===== src/rtl/sm83_pkg.sv =====
// Shared SM83 front-end types: fetch states, opcode byte type, reset PC and
// the fetch buffer entry layout.
package sm83_pkg;

  typedef enum logic [1:0] {
    ST_RUN    = 2'd0,
    ST_DRAIN  = 2'd1,
    ST_HALTED = 2'd2
  } fetch_state_t;

  typedef logic [7:0] instr_t;

  localparam logic [15:0] RESET_PC    = 16'h0000;
  localparam instr_t      OP_INSTR_16 = 8'hCB;

  localparam int unsigned FETCH_ENTRY_W = 24;

  typedef struct packed {
    instr_t      instr;
    logic [15:0] pc;
  } fetch_entry_t;

endpackage


===== src/rtl/fetch_buf.sv =====
// Small in-order byte buffer between memory fetch and decode; head entry is
// always slot 0, popping shifts the remaining entries down.
module fetch_buf
  import sm83_pkg::*;
#(
  parameter  int unsigned DEPTH = 1,
  localparam int unsigned CNT_W = $clog2(DEPTH + 1)
) (
  input  logic                     clk,
  input  logic                     rst_n,
  input  logic                     flush,
  input  logic                     push,
  input  logic                     pop,
  input  logic [FETCH_ENTRY_W-1:0] wdata,
  output logic [FETCH_ENTRY_W-1:0] head,
  output logic [CNT_W-1:0]         count,
  output logic                     empty
);

  logic [FETCH_ENTRY_W-1:0] mem [DEPTH];
  logic                     do_pop;
  logic [CNT_W-1:0]         wr_idx;

  assign empty  = (count == '0);
  assign do_pop = pop && !empty;
  assign wr_idx = count - CNT_W'(do_pop);
  assign head   = mem[0];

  // Push lands behind whatever survives this cycle's pop.
  always_ff @(posedge clk or negedge rst_n) begin
    if (!rst_n) begin
      count <= '0;
      for (int i = 0; i < int'(DEPTH); i++) mem[i] <= '0;
    end else if (flush) begin
      count <= '0;
    end else begin
      if (do_pop) begin
        for (int i = 0; i < int'(DEPTH) - 1; i++) mem[i] <= mem[i+1];
      end
      if (push) begin
        for (int i = 0; i < int'(DEPTH); i++) begin
          if (CNT_W'(i) == wr_idx) mem[i] <= wdata;
        end
      end
      count <= count + CNT_W'(push) - CNT_W'(do_pop);
    end
  end

endmodule


===== src/rtl/fetch.sv =====
// SM83 instruction byte fetch with CB-prefix tracking, redirect and halt.
// Define FETCH_PREFETCH_EN for a 2-entry buffer (1 byte/cycle), else 1 entry.
module fetch
  import sm83_pkg::*;
(
  input  logic        i_clk,
  input  logic        i_rst_n,
  output logic        o_mem_req,
  output logic [15:0] o_mem_addr,
  input  logic        i_mem_ack,
  input  logic [7:0]  i_mem_rdata,
  output logic [7:0]  o_instr,
  output logic        o_valid,
  input  logic        i_ready,
  output logic        o_is_instr16,
  output logic [15:0] o_pc,
  input  logic        i_redirect,
  input  logic [15:0] i_redirect_pc,
  input  logic        i_halt,
  input  logic        i_wake
);

`ifdef FETCH_PREFETCH_EN
  localparam int unsigned BUF_DEPTH = 2;
`else
  localparam int unsigned BUF_DEPTH = 1;
`endif
  localparam int unsigned CNT_W = $clog2(BUF_DEPTH + 1);

  fetch_state_t     state, state_nxt;
  logic [15:0]      fetch_pc, fetch_pc_nxt;
  logic [15:0]      target_pc, target_pc_nxt;
  logic             req, req_nxt;
  logic             prefix, prefix_nxt;
  logic             buf_push, buf_pop, buf_flush, buf_empty;
  logic [CNT_W-1:0] buf_count, cnt_nxt;
  fetch_entry_t     wr_entry, head_entry;
  logic             accept, acked, pending;

  fetch_buf #(.DEPTH(BUF_DEPTH)) u_buf (
    .clk   (i_clk),
    .rst_n (i_rst_n),
    .flush (buf_flush),
    .push  (buf_push),
    .pop   (buf_pop),
    .wdata (wr_entry),
    .head  (head_entry),
    .count (buf_count),
    .empty (buf_empty)
  );

  assign wr_entry     = '{instr: i_mem_rdata, pc: fetch_pc};
  assign o_valid      = !buf_empty;
  assign o_instr      = head_entry.instr;
  assign o_pc         = head_entry.pc;
  assign o_mem_req    = req;
  assign o_mem_addr   = fetch_pc;
  assign o_is_instr16 = prefix;

  assign accept  = o_valid && i_ready;
  assign acked   = req && i_mem_ack;
  assign pending = req && !i_mem_ack;

  always_ff @(posedge i_clk or negedge i_rst_n) begin
    if (!i_rst_n) begin
      state     <= ST_RUN;
      fetch_pc  <= RESET_PC;
      target_pc <= RESET_PC;
      req       <= 1'b0;
      prefix    <= 1'b0;
    end else begin
      state     <= state_nxt;
      fetch_pc  <= fetch_pc_nxt;
      target_pc <= target_pc_nxt;
      req       <= req_nxt;
      prefix    <= prefix_nxt;
    end
  end

  always_comb begin
    state_nxt     = state;
    fetch_pc_nxt  = fetch_pc;
    target_pc_nxt = target_pc;
    req_nxt       = req;
    prefix_nxt    = prefix;
    buf_push      = 1'b0;
    buf_pop       = accept;
    buf_flush     = 1'b0;

    if (accept) prefix_nxt = !prefix && (o_instr == OP_INSTR_16);
    if (acked) req_nxt = 1'b0;

    // Redirect wins over everything; an in-flight read must drain first.
    if (i_redirect) begin
      buf_flush     = 1'b1;
      prefix_nxt    = 1'b0;
      target_pc_nxt = i_redirect_pc;
      if (pending) begin
        state_nxt = ST_DRAIN;
      end else begin
        state_nxt    = ST_RUN;
        fetch_pc_nxt = i_redirect_pc;
      end
    end else begin
      case (state)
        ST_RUN: begin
          if (i_halt) begin
            // Buffered bytes are consecutive, so resume at the oldest unaccepted one.
            buf_flush     = 1'b1;
            state_nxt     = ST_HALTED;
            target_pc_nxt = fetch_pc - 16'(buf_count - CNT_W'(accept));
          end else if (acked) begin
            buf_push     = 1'b1;
            fetch_pc_nxt = fetch_pc + 16'd1;
          end
        end
        ST_DRAIN: begin
          if (i_halt) begin
            state_nxt = ST_HALTED;
          end else if (acked) begin
            state_nxt    = ST_RUN;
            fetch_pc_nxt = target_pc;
          end
        end
        ST_HALTED: begin
          if (i_wake) begin
            if (pending) begin
              state_nxt = ST_DRAIN;
            end else begin
              state_nxt    = ST_RUN;
              fetch_pc_nxt = target_pc;
            end
          end
        end
        default: state_nxt = ST_RUN;
      endcase
    end

    // Issue a new read whenever RUN has a free slot after this cycle's traffic.
    cnt_nxt = buf_flush ? '0 : buf_count + CNT_W'(buf_push) - CNT_W'(buf_pop && !buf_empty);
    if (state_nxt == ST_RUN && !pending) req_nxt = (cnt_nxt < CNT_W'(BUF_DEPTH));
  end

endmodule


===== config.mk =====
export PLATFORM = sky130hd
export DESIGN_NAME = fetch
export DESIGN_NICKNAME = d
export VERILOG_FILES = /design/src/rtl/sm83_pkg.sv /design/src/rtl/fetch_buf.sv /design/src/rtl/fetch.sv
export SDC_FILE = /design/constraint.sdc
export NUM_CORES = 1
export LEC_CHECK = 0
export CAP_MARGIN = 15
export CORE_UTILIZATION = 35
export DETAILED_ROUTE_END_ITERATION = 16
export PLACE_DENSITY_LB_ADDON = 0.12
export REMOVE_ABC_BUFFERS = 1
export SYNTH_ARGS = -nofsm -noshare
export SYNTH_HDL_FRONTEND = slang
export SYNTH_SLANG_ARGS = --single-unit

===== constraint.sdc =====
create_clock -name i_clk -period 2.25 [get_ports i_clk]
set_input_delay 0.45 -clock i_clk [delete_from_list [all_inputs] [get_ports i_clk]]
set_output_delay 0.45 -clock i_clk [all_outputs]
set_load 0.05 [all_outputs]

# Yosys cells after proc, flatten, opt, wreduce, memory -nomap -nowiden
# Cells that the tools add are included.
[word_totals]
regBits = 61
latchBits = 0
ram_bits = 0
romBits = 0
input_bits = 31
output_inout_bits = 43
word_cells = 76
mem_count = 0
[classes]
add_sub_neg = 6
mul = 0
n_div = 0
order_cmp = 1
eq_ne = 10
shifts = 0
mux = 31
bitwise_logic = 2
n_reduce_logical = 19
[op_table]
columns = ["cell", "n"]
rows = [
  ["16-bit two-way mux", 11],
  ["16-bit case mux with 3 select lines", 1],
  ["16-bit by 1-bit adder with 16-bit output, second input constant", 1],
  ["16-bit subtractor", 1],
  ["3-bit != test, second input constant", 5],
  ["1-bit two-way mux", 13],
  ["2-bit two-way mux", 5],
  ["8-bit equality test, second input constant", 1],
  ["8-bit AND reduction", 1],
  ["2-bit nonzero test", 4],
  ["1-bit logical AND", 6],
  ["2-bit case mux with 3 select lines", 1],
  ["2-bit logical NOT", 2],
  ["2-bit != test, second input constant", 2],
  ["4-bit nonzero test", 1],
  ["1-bit logical NOT", 3],
  ["3-bit AND reduction", 1],
  ["2-bit by 1-bit equality test with 1-bit output, second input constant", 1],
  ["2-bit equality test, second input constant", 1],
  ["1-bit inverter", 2],
  ["2-bit AND reduction", 1],
  ["1-bit subtractor", 2],
  ["1-bit by 1-bit subtractor with 2-bit output", 1],
  ["1-bit adder", 1],
  ["1-bit < comparator, second input constant", 1],
]

# Logic depth before layout (Yosys ltp)
# Gate-level depths: netlist (run 1).
[logic_depth]
ltp_word = 10
ltp_mapped = 9

# By module
# A second synthesis (run 1) with hierarchy kept.
[hier_totals]
hier_cells = 434
hier_area_um2 = 3997.6
[by_module_without_submodules]
columns = ["mod", "instances", "cells_per_inst", "area_per_inst_um2", "seq_area_each_um2"]
rows = [
  ["fetch", 1, 378, 3030.4, 900.9],
  ["fetch_buf", 1, 56, 967.2, 625.6],
]

# Worst setup path before layout (run 1)
# Ideal clock, no wire load.
[synth_timing]
kind = "register to register"
from = "reg u_buf.count"
to = "reg target_pc[14]"
setup_time_ps = 140
t_arrival_ps = 2194
setup_slack_ps = -84
stages_incl_launch_ff = 9
path_buffers = 0
period_less_slack_ps = 2334
path_cell_list = "dfrtp_1 > nor2b_1 > ha_1 > fa_1 > nor2b_1 > nand2_1 > a211oi_1 > mux2i_1 > o311ai_1"
[synth_via]
elab_chain_cells = 6
[synth_lines]
columns = ["item", "line", "rtl"]
rows = [
  ["from (decl)", "fetch_buf.sv:16", "output logic [CNT_W-1:0] count,"],
  ["from (signal assigned)", "fetch_buf.sv:45", "count <= count + CNT_W'(push) - CNT_W'(do_pop);"],
  ["1-bit logical AND", "fetch.sv:60", "assign accept = o_valid && i_ready;"],
  ["1-bit by 1-bit subtractor with 2-bit output (*)", "fetch.sv:111", "target_pc_nxt = fetch_pc - 16'(buf_count - CNT_W'(accept));"],
  ["16-bit subtractor (*)", "fetch.sv:111", ""],
  ["16-bit two-way mux (*)", "fetch.sv:107", "if (i_halt) begin"],
  ["16-bit two-way mux (*)", "fetch.sv:105", "case (state)"],
  ["16-bit two-way mux (*)", "fetch.sv:94", "if (i_redirect) begin"],
  ["to (signal assigned)", "fetch.sv:74", "target_pc <= target_pc_nxt;"],
  ["to (decl)", "fetch.sv:32", "logic [15:0] target_pc, target_pc_nxt;"],
]
# Every way passes the cells marked *; elsewhere a longest branch is shown, timed or not. The select of a mux whose other input is x is not followed.
# A chain may end at the register's enable or synchronous reset.

# Worst setup path after layout (run 1)
[layout_timing]
from = "reg fetch_pc[9] (netlist: o_mem_addr[9])"
to = "out o_mem_addr[9]"
[layout_rtl]
columns = ["item", "line", "rtl"]
rows = [
  ["from (decl)", "fetch.sv:31", "logic [15:0] fetch_pc, fetch_pc_nxt;"],
  ["from (signal assigned)", "fetch.sv:73", "fetch_pc <= fetch_pc_nxt;"],
  ["to (decl)", "fetch.sv:9", "output logic [15:0] o_mem_addr,"],
]
# No word-level cell between the ends.

==> metrics.yaml, run 1 <==
fmax_mhz: 454
cts_buffers: 9
via_count: 3421
switching_share_pct: 48.8
finalSetupTns_ps: 0
worst-path-buf-inv: 1
rows: 37
yosysUniqueCellTypes: 69
period_share_pct: 97.9
gp_congestion: 0.882
r2r-start: "state[0]"
grt_max_degree: 62
first_global_vias: 3345
fin_nets: 547
fin_area_mm2: 0.00508
clockBufferDepth: 2
end_kind: "primary output"
rsz0062_at_grt: "yes"
drv_cap: 0
synth_ff_type: "dfrtp_1"
overflow: 0
power_mw: 7.13
critPathRequiredTime_ps: 1800
fillers: 998
finalClockSkew_ps: 11.6
final_util_pct: 49.0
die_x_um: 106
p_seq_share_pct: 28.9
ys_ff_latch: 61
io_buffers: 73
status: "finished, final reports clean"
ioPinCount: 74
synth-seq-area-share_pct: 40.5
max_slew.worst_pin.slew_ps: 579
drc_errors: 0
routed_wl_um: 10400
internal-power_mw: 3.65
drt-initial-drc-count: 147
htree_num_levels: 3
switchingPower_mw: 3.48
drt_pass1_iterations: 4
ys_warn_count: 0
root_buffer: "clkbuf_8"
viasPerCell: 5.32
cts_sinks: 61
crit_chain: "clkdlybuf4s50_1"
critPathMaxFanout: 8
routedWlPerCell_um: 16.1
syn_area_mm2: 0.00377
final_common_cell: "clkdlybuf4s50_1"
synth_cells: 400
hold_viol_final: 0
insertion_delay_ps: 340
power_density_mw_per_mm2: 1400
hold_buffers: 0
worstSetupStartpointType: "flop"
grt_pass1_wl_um: 17100
drive_above_1_share_pct: 17.8
drv_slew: 0
min_period_ps: 2200
critPathLaunch: "o_mem_addr[9]"
leakage_nw: 2.13
core_mm2: 0.0104
hp-class: "in2async"
critPathTopFamily: "buffers and inverters"
die_area_mm2: 0.0112
critPathMaxStageDelay_ps: 870
clkSlewWorstSetupHoldPaths_ps: 70
finalSetupViolCount: 0
synth-edff-count: 0
p_comb_share_pct: 57.4
die_y_um: 106
syn2layout_area_growth_pct: 34.9
insertedDiodeCount: 0
place_area_mm2: 0.00484
initial_utilization_pct: 36.4
async_flop_share_pct: 100
cp_slowest_cell: "clkdlybuf4s50_1"
worstSetupPathType: "reg2out"
final_cell_mix: "clkdlybuf4s50_1, dfrtp_1, nand2_1, buf_4, nor2_1"
dp_hpwl_um: 7470
detail-route-antenna-nets: 0
track_usage_pct: 19.6
cts_tree: "done"
ir_worst_vdd_mv: 0.741
synth.avg_cell_area_um2: 9.42
p_clk_share_pct: 13.7
antenna_found_initial: 0
cp_data_arrival_time_ps: 1750
relSlewSlack_pct: 61.4
path summary, 6_finish.rpt:
check | end | slack, ps | cells past startpoint
worst max-delay path | o_mem_addr[9] | 50 | 1
worst min-delay path | state[0] | 100 | 2
worst max register to register | target_pc[15] | 190 | 7
worst min register to register | u_buf.head[14] | 490 | 1
max in group asynchronous | target_pc[1] | 1830 | 2
min in group i_clk | u_buf.head[14] | 490 | 1
area by class of cell:
class / instances / area, um^2 / share of cell area, %
Clock inverter: 4 / 47.5 / 0.935
Clock buffer: 12 / 145 / 2.85
Sequential cell: 61 / 1530 / 30.0
Tap cell: 136 / 170 / 3.35
Multi-Input combinational cell: 312 / 2140 / 42.0
Timing Repair Buffer: 108 / 1020 / 20.1
Inverter: 10 / 37.5 / 0.738
cell families after synthesis:
family / share of synthesized area [%]
simple gates: 18.6
fa+ha+maj: 4.85
compound gates: 18.8
xor+xnor: 3.49
buf+inv: 4.55
other cells: 0.199
flops: 40.5
mux: 9.09
routing by layer:
metal / vias up / part of all wire [%] / global-route usage, %
met5: - / 0 / 0
met4: 0 / 2.2 / 7.94
met3: 18 / 4.7 / 4.08
met2: 108 / 46 / 31.3
met1: 1642 / 47 / 25.9
li1: 1653 / - / -
cell usage after synthesis (2+ instances only):
library cell / number / share of area, %
a211oi_1: 3 / 0.60
nand2b_1: 5 / 0.83
o31a_1: 2 / 0.46
o21a_1: 2 / 0.40
a41oi_1: 3 / 0.70
xor2_1: 8 / 1.9
a221o_1: 3 / 0.80
dfrtp_1: 61 / 40
a21boi_0: 4 / 0.80
buf_4: 3 / 0.60
o21ai_0: 23 / 3.1
o31ai_1: 3 / 0.60
a21oi_1: 22 / 2.9
nand3_1: 17 / 2.3
nor3_1: 8 / 1.1
ha_1: 13 / 4.3
mux2i_1: 5 / 1.3
buf_2: 11 / 1.5
a21o_1: 3 / 0.60
a31oi_1: 9 / 1.5
and4_1: 2 / 0.46
xnor2_1: 7 / 1.6
nand2_1: 47 / 4.7
mux2_2: 15 / 4.5
and2_1: 6 / 1.0
nor2_1: 31 / 3.1
a22o_1: 2 / 0.46
buf_6: 3 / 0.90
mux2_1: 11 / 3.3
and3_1: 2 / 0.33
clkbuf_1: 5 / 0.50
nor2b_1: 3 / 0.50
o211ai_1: 7 / 1.4
o21ai_1: 4 / 0.53
nand4_1: 3 / 0.50
nor4_1: 2 / 0.33
conb_1: 2 / 0.20
inv_1: 9 / 0.90
power by group through the flow:
stage | sequential [mW] | combinational, mW | clock (mW)
after floorplan | 3.27 | 1.37 | 0
after global placement | 2.05 | 4.02 | 0
after detailed placement | 2.07 | 4.05 | 0
after CTS | 2.05 | 4.06 | 1.02
after global routing | 2.14 | 4.36 | 1.06
final | 2.06 | 4.09 | 0.978
state kept, by name, summed over array words and instances (netlist names):
signal        count
target_pc        16
u_buf.head       24
u_buf.count       1
state             2
o_mem_req         1
o_mem_addr       16
o_is_instr16      1
stage by stage:
step / hold WS [ps] / worst slack (ps) / cells
2_1_floorplan: 154 / -281 / 383
3_3_place_gp: 470 / -365 / 626
3_5_place_dp: 481 / -399 / 626
4_1_cts: 120 / 25.4 / 642
5_1_grt: 143 / -7.07 / 643
6_report: 103 / 46.6 / 643
what timing repair did:
action,in CTS,in global routing
pin swaps,0,2
gates resized for setup,3,9
buffers inserted,0,1
endpoints found under the setup margin,4,5
gates cloned,0,0
Note: power is estimated with default switching activity, not from simulation.
==> run 2, diff against run 1 <==
--- a/config.mk
+++ b/config.mk
@@ -6,6 +6,7 @@
 export NUM_CORES = 1
 export LEC_CHECK = 0
 export CAP_MARGIN = 15
+export CORE_MARGIN = 2
 export CORE_UTILIZATION = 35
 export DETAILED_ROUTE_END_ITERATION = 16
 export PLACE_DENSITY_LB_ADDON = 0.12
==> run 2 against run 1 <==
Net effect: clock power up 8%; first-iteration DRC count is 2.0% higher; wire length increased by 4.5%; combinational power grew 2%; largest power group unchanged.
==> metrics.yaml, run 2 (synthesis results as in run 1) <==
drv_slew: 0  # unchanged
place_area_mm2: 0.00488  # +0.77%
die_x_um: 108  # +1.9%
critPathRequiredTime_ps: 1800  # about the same
critPathTopFamily: "buffers and inverters"
core_mm2: 0.0104  # unchanged
drt-initial-drc-count: 150  # +2.0%
fin_area_mm2: 0.00515  # +1.3%
overflow: 0  # unchanged
routed_wl_um: 10800  # +4.5%
worst-r2r-cell-count: 8  # +1
fin_nets: 554  # +1.3%
worstSetupPathType: "reg2out"
insertedDiodeCount: 0  # unchanged
r2r-start: "state[0]"
final_cell_mix: "clkdlybuf4s50_1, dfrtp_1, nand2_1, buf_4, nor2_1"
end_kind: "primary output"
drt_pass1_iterations: 4  # unchanged
critPathLaunch: "o_mem_addr[15]"
root_buffer: "clkbuf_8"
die_y_um: 108  # +1.9%
cts_buffers: 9  # unchanged
cts_tree: "done"
die_area_mm2: 0.0116  # +3.8%
via_count: 3444  # +0.67%
largest_reg_flops: 24  # unchanged
fillers: 1000  # +0.20%
track_usage_pct: 19.4  # -0.23 points
ioPinCount: 74  # unchanged
finalSetupViolCount: 0  # unchanged
max_slew.worst_pin.slew_ps: 593  # +13.5 ps
critPathMaxFanout: 8  # unchanged
power_mw: 7.26  # +1.9%
rsz0062_at_grt: "no"
ir_worst_vdd_mv: 0.804  # +8.5%
viasPerCell: 5.30  # -0.41%
drc_errors: 0  # unchanged
htree_num_levels: 3  # unchanged
routedWlPerCell_um: 16.7  # +3.3%
final_common_cell: "clkdlybuf4s50_1"
initial_utilization_pct: 36.4  # unchanged
first_global_vias: 3457  # +3.3%
cts_sinks: 61  # unchanged
critPathMaxStageDelay_ps: 850  # -20 ps
period_share_pct: 95.6  # -2.3 points
grt_max_degree: 42  # -32%
worst-path-buf-inv: 1  # unchanged
power_density_mw_per_mm2: 1410  # +0.57%
rr_endpoint: "o_mem_addr[7]"
detail-route-antenna-nets: 0  # unchanged
dp_slack_ps: -570  # -171 ps
crit_chain: "clkdlybuf4s50_1"
ff2ff_setup_slack_ps: 270  # +80 ps
antenna_found_initial: 0  # unchanged
drive_above_1_share_pct: 18.7  # +0.93 points
worstSetupStartpointType: "flop"
grt_pass1_wl_um: 17500  # +2.3%
finalClockSkew_ps: 12.3  # +0.663 ps
rows: 37  # unchanged
hp-class: "in2async"
cp_slowest_cell: "clkdlybuf4s50_1"
relSlewSlack_pct: 60.5  # -0.90 points
leakage_nw: 2.20  # +3.1%
min_period_ps: 2150  # -51.6 ps
fmax_mhz: 465  # +2.4%
syn2layout_area_growth_pct: 36.6
clockBufferDepth: 2  # unchanged
cp_data_arrival_time_ps: 1700  # -50 ps
hold_viol_final: 0  # unchanged
dp_hpwl_um: 7920  # +6.0%
insertion_delay_ps: 350  # about the same
fin_ws_ps: 98.2  # +51.6 ps
status: "finished, final reports clean"
io_buffers: 73  # unchanged
hold_buffers: 0  # unchanged
clkSlewWorstSetupHoldPaths_ps: 80  # about the same
gp_congestion: 0.867  # -1.7%
drv_cap: 0  # unchanged
run 2: through the flow:
step | hold slack [ps] | TNS [ps] | util, % | cells
after floorplan | 154 | -1220 | - | 383
after global placement | 466 | -3300 | 47.1 | 631
after detailed placement | 469 | -3500 | 47.1 | 631
after CTS | 92.5 | 0 | 49.3 | 647
after global routing | 105 | 0 | 49.7 | 650
final | 82.9 | 0 | 49.7 | 650
run 2: how the worst max path moves through the flow:
stage / cells after the start / endpoint
after floorplan: 6 / o_mem_addr[7]
after global placement: 9 / target_pc[10]
after detailed placement: 9 / target_pc[10]
after CTS: 1 / o_mem_addr[9]
after global routing: 1 / o_mem_addr[15]
final: 1 / o_mem_addr[15]
run 2: what timing repair did:
item                       CTS  global route
cloned                       0             0
setup endpoints to repair    4             6
pin swaps                    0             3
buffers inserted             0             3
gates resized for setup      4             7
run 2: per-layer routing:
layer | vias to the layer above | GRT usage (%) | wire length (um)
met2 | 118 | 31.0 | 5010
met1 | 1646 | 25.8 | 5000
met5 | - | 0 | 0
met3 | 16 | 4.06 | 651
met4 | 0 | 7.33 | 163
li1 | 1664 | - | -
run 2: area by class of cell:
cell class	instances	area (um^2)	share of cell area, %
Multi-Input combinational cell	312	2120	41.2
Sequential cell	61	1530	29.6
Timing Repair Buffer	115	1080	21.0
Inverter	10	37.5	0.729
Tap cell	136	170	3.30
Clock inverter	3	42.5	0.826
Clock buffer	13	169	3.28
run 2: power by group:
part	total [mW]	internal [mW]	switching, mW
Clock	1.06	0.602	0.462
Combinational	4.18	1.62	2.56
Sequential	2.02	1.53	0.488
Total	7.26	3.75	3.51
==> run 3, diff against run 2 <==
--- a/config.mk
+++ b/config.mk
@@ -5,6 +5,7 @@
 export SDC_FILE = /design/constraint.sdc
 export NUM_CORES = 1
 export LEC_CHECK = 0
+export ABC_CLOCK_PERIOD_IN_PS = 2250
 export CAP_MARGIN = 15
 export CORE_MARGIN = 2
 export CORE_UTILIZATION = 35
@@ -14,3 +15,4 @@
 export SYNTH_ARGS = -nofsm -noshare
 export SYNTH_HDL_FRONTEND = slang
 export SYNTH_SLANG_ARGS = --single-unit
+export TNS_END_PERCENT = 1
==> run 3 against run 2 <==
Net effect: clock power hardly changed; register-to-register slack hardly changed; flip-flop and latch count stayed put; worst setup slack worse by 12 ps; critical endpoint is now target_pc[14]; clock-buffer cell count stayed put.
==> metrics.yaml, run 3 (synthesis results as in run 1) <==
status: "finished, final reports clean"
critPathMaxFanout: 5  # -3
viasPerCell: 5.29  # -0.16%
finalClockSkew_ps: 13.0  # +0.704 ps
hp-class: "in2async"
antenna_found_initial: 0  # unchanged
cts_buffers: 9  # unchanged
worstSetupPathType: "in2reg"
worstSetupStartpointType: "input port"
drv_slew: 0  # unchanged
power_density_mw_per_mm2: 1410  # +0.14%
io_buffers: 73  # unchanged
drive_above_1_share_pct: 18.0  # -0.71 points
insertedDiodeCount: 0  # unchanged
gp_congestion: 0.867  # unchanged
track_usage_pct: 19.4  # unchanged
overflow: 0  # unchanged
whs_ps: 84.1  # +1.25 ps
p_seq_share_pct: 27.8  # about the same
fin_ws_ps: 86.7  # -11.5 ps
grt_max_degree: 42  # unchanged
drc_errors: 0  # unchanged
die_area_mm2: 0.0116  # unchanged
cp_data_arrival_time_ps: 2380  # +680 ps
root_buffer: "clkbuf_8"
period_share_pct: 96.1  # +0.51 points
relSlewSlack_pct: 60.7  # +0.23 points
via_count: 3428  # -0.46%
hold_viol_final: 0  # unchanged
detail-route-antenna-nets: 0  # unchanged
switchingPower_mw: 3.50  # -0.35%
syn2layout_area_growth_pct: 36.0
dp_hpwl_um: 7920  # unchanged
max_slew.worst_pin.slew_ps: 590  # -3.38 ps
switching_share_pct: 48.4  # about the same
ff2ff_setup_slack_ps: 270  # about the same
drt_pass1_iterations: 4  # unchanged
crit_chain: "clkdlybuf4s50_1 > nor2b_2 > ha_2 > fa_1 > nor2b_4 > nand2_1 > a211oi_2 > mux2i_1 > o311ai_1"
min_period_ps: 2160  # +11.5 ps
p_clk_share_pct: 14.7  # about the same
final_common_cell: "clkdlybuf4s50_1"
final_cell_mix: "clkdlybuf4s50_1, dfrtp_1, nand2_1, buf_4, nor2_1"
p_comb_share_pct: 57.5  # about the same
rr_endpoint: "o_mem_addr[7]"
leakage_nw: 2.18  # -0.90%
cts_sinks: 61  # unchanged
htree_num_levels: 3  # unchanged
clockBufferDepth: 2  # unchanged
fmax_mhz: 462  # -0.53%
die_y_um: 108  # unchanged
clkSlewWorstSetupHoldPaths_ps: 80  # about the same
insertion_delay_ps: 350  # about the same
cts_tree: "done"
first_global_vias: 3457  # unchanged
hold_buffers: 0  # unchanged
routed_wl_um: 10700  # -0.79%
drv_cap: 0  # unchanged
ioPinCount: 74  # unchanged
dp_slack_ps: -570  # unchanged
core_mm2: 0.0104  # unchanged
drt-initial-drc-count: 169  # +13%
cp_slowest_cell: "clkdlybuf4s50_1"
finalSetupViolCount: 0  # unchanged
end_kind: "flop"
grt_pass1_wl_um: 17500  # unchanged
critPathMaxStageDelay_ps: 440  # -410 ps
ir_worst_vdd_mv: 0.805  # about the same
largest_reg_flops: 24  # unchanged
worst-r2r-cell-count: 8  # unchanged
fillers: 1001  # +0.10%
initial_utilization_pct: 36.4  # unchanged
internal-power_mw: 3.74  # -0.25%
rsz0062_at_grt: "yes"
die_x_um: 108  # unchanged
rows: 37  # unchanged
routedWlPerCell_um: 16.6  # -0.48%
critPathRequiredTime_ps: 2470  # +670 ps
fin_nets: 552  # -0.36%
r2r-start: "state[0]"
## run 3: cell types whose count changed in the layout (fill, tap and decap cells not counted)
cell             delta
buf_4               -2
clkdlybuf4s50_1     +1
dlymetal6s2s_1      -1
fa_1                +1
fa_2                -1
nand2_1             +1
nand2_2             -1
## run 3: routing by layer
metal	track usage [%]	up-vias	routed length, um
li1	-	1660	-
met1	25.8	1643	4940
met2	31.0	111	5000
met3	4.06	14	646
met4	7.33	0	155
met5	0	-	0
## run 3: layout make-up
cell class              instances  area, um^2  area share (%)
well taps                     136         170            3.32
clock inverters                 3        42.5           0.829
repair buffers                113        1070            20.8
flip-flops and latches         61        1530            29.8
multi-input cells             312        2120            41.3
clock buffers                  13         169            3.29
inverters                      10        37.5           0.732
## run 3: what timing repair did
item,4_1_cts,5_1_grt
gates resized for setup,4,4
pin swaps,0,1
setup endpoints to repair,4,6
setup buffers,0,1
gates cloned,0,0
## run 3: critical path: cells and delay by family
kind | cells | cell delay (ps)
and+or+nand+nor | 3 | 480
AOI/OAI and AO/OA | 2 | 380
adders and majority gates | 2 | 400
buffers and inverters | 1 | 440
muxes | 1 | 230
## run 3: power by group through the flow
stage | combinational, mW | sequential, mW | clock [mW]
floorplan | 1.37 | 3.27 | 0
global placement | 4.11 | 2.00 | 0
detailed placement | 4.14 | 2.03 | 0
CTS | 4.18 | 2.01 | 1.09
global route | 4.45 | 2.09 | 1.15
finish | 4.16 | 2.02 | 1.06
## run 3: worst max path at each step
stage,slack (ps),endpoint,from,cells after the start
2_1_floorplan,-280,o_mem_addr[7],state[0],6
3_3_place_gp,-520,target_pc[10],i_ready,9
3_5_place_dp,-570,target_pc[10],i_ready,9
4_1_cts,0.3,o_mem_addr[9],o_mem_addr[9],1
5_1_grt,-50,target_pc[14],i_ready,9
6_report,90,target_pc[14],i_ready,9
## run 3: metrics by stage
step / util [%] / cells / instance area (um^2) / power (mW) / setup TNS (ps)
2_1_floorplan: - / 383 / 3660 / 4.64 / -1220
3_3_place_gp: 47.1 / 631 / 4880 / 6.11 / -3300
3_5_place_dp: 47.1 / 631 / 4880 / 6.17 / -3500
4_1_cts: 49.3 / 647 / 5110 / 7.27 / 0
5_1_grt: 49.5 / 648 / 5130 / 7.68 / -90.3
6_report: 49.5 / 648 / 5130 / 7.24 / 0
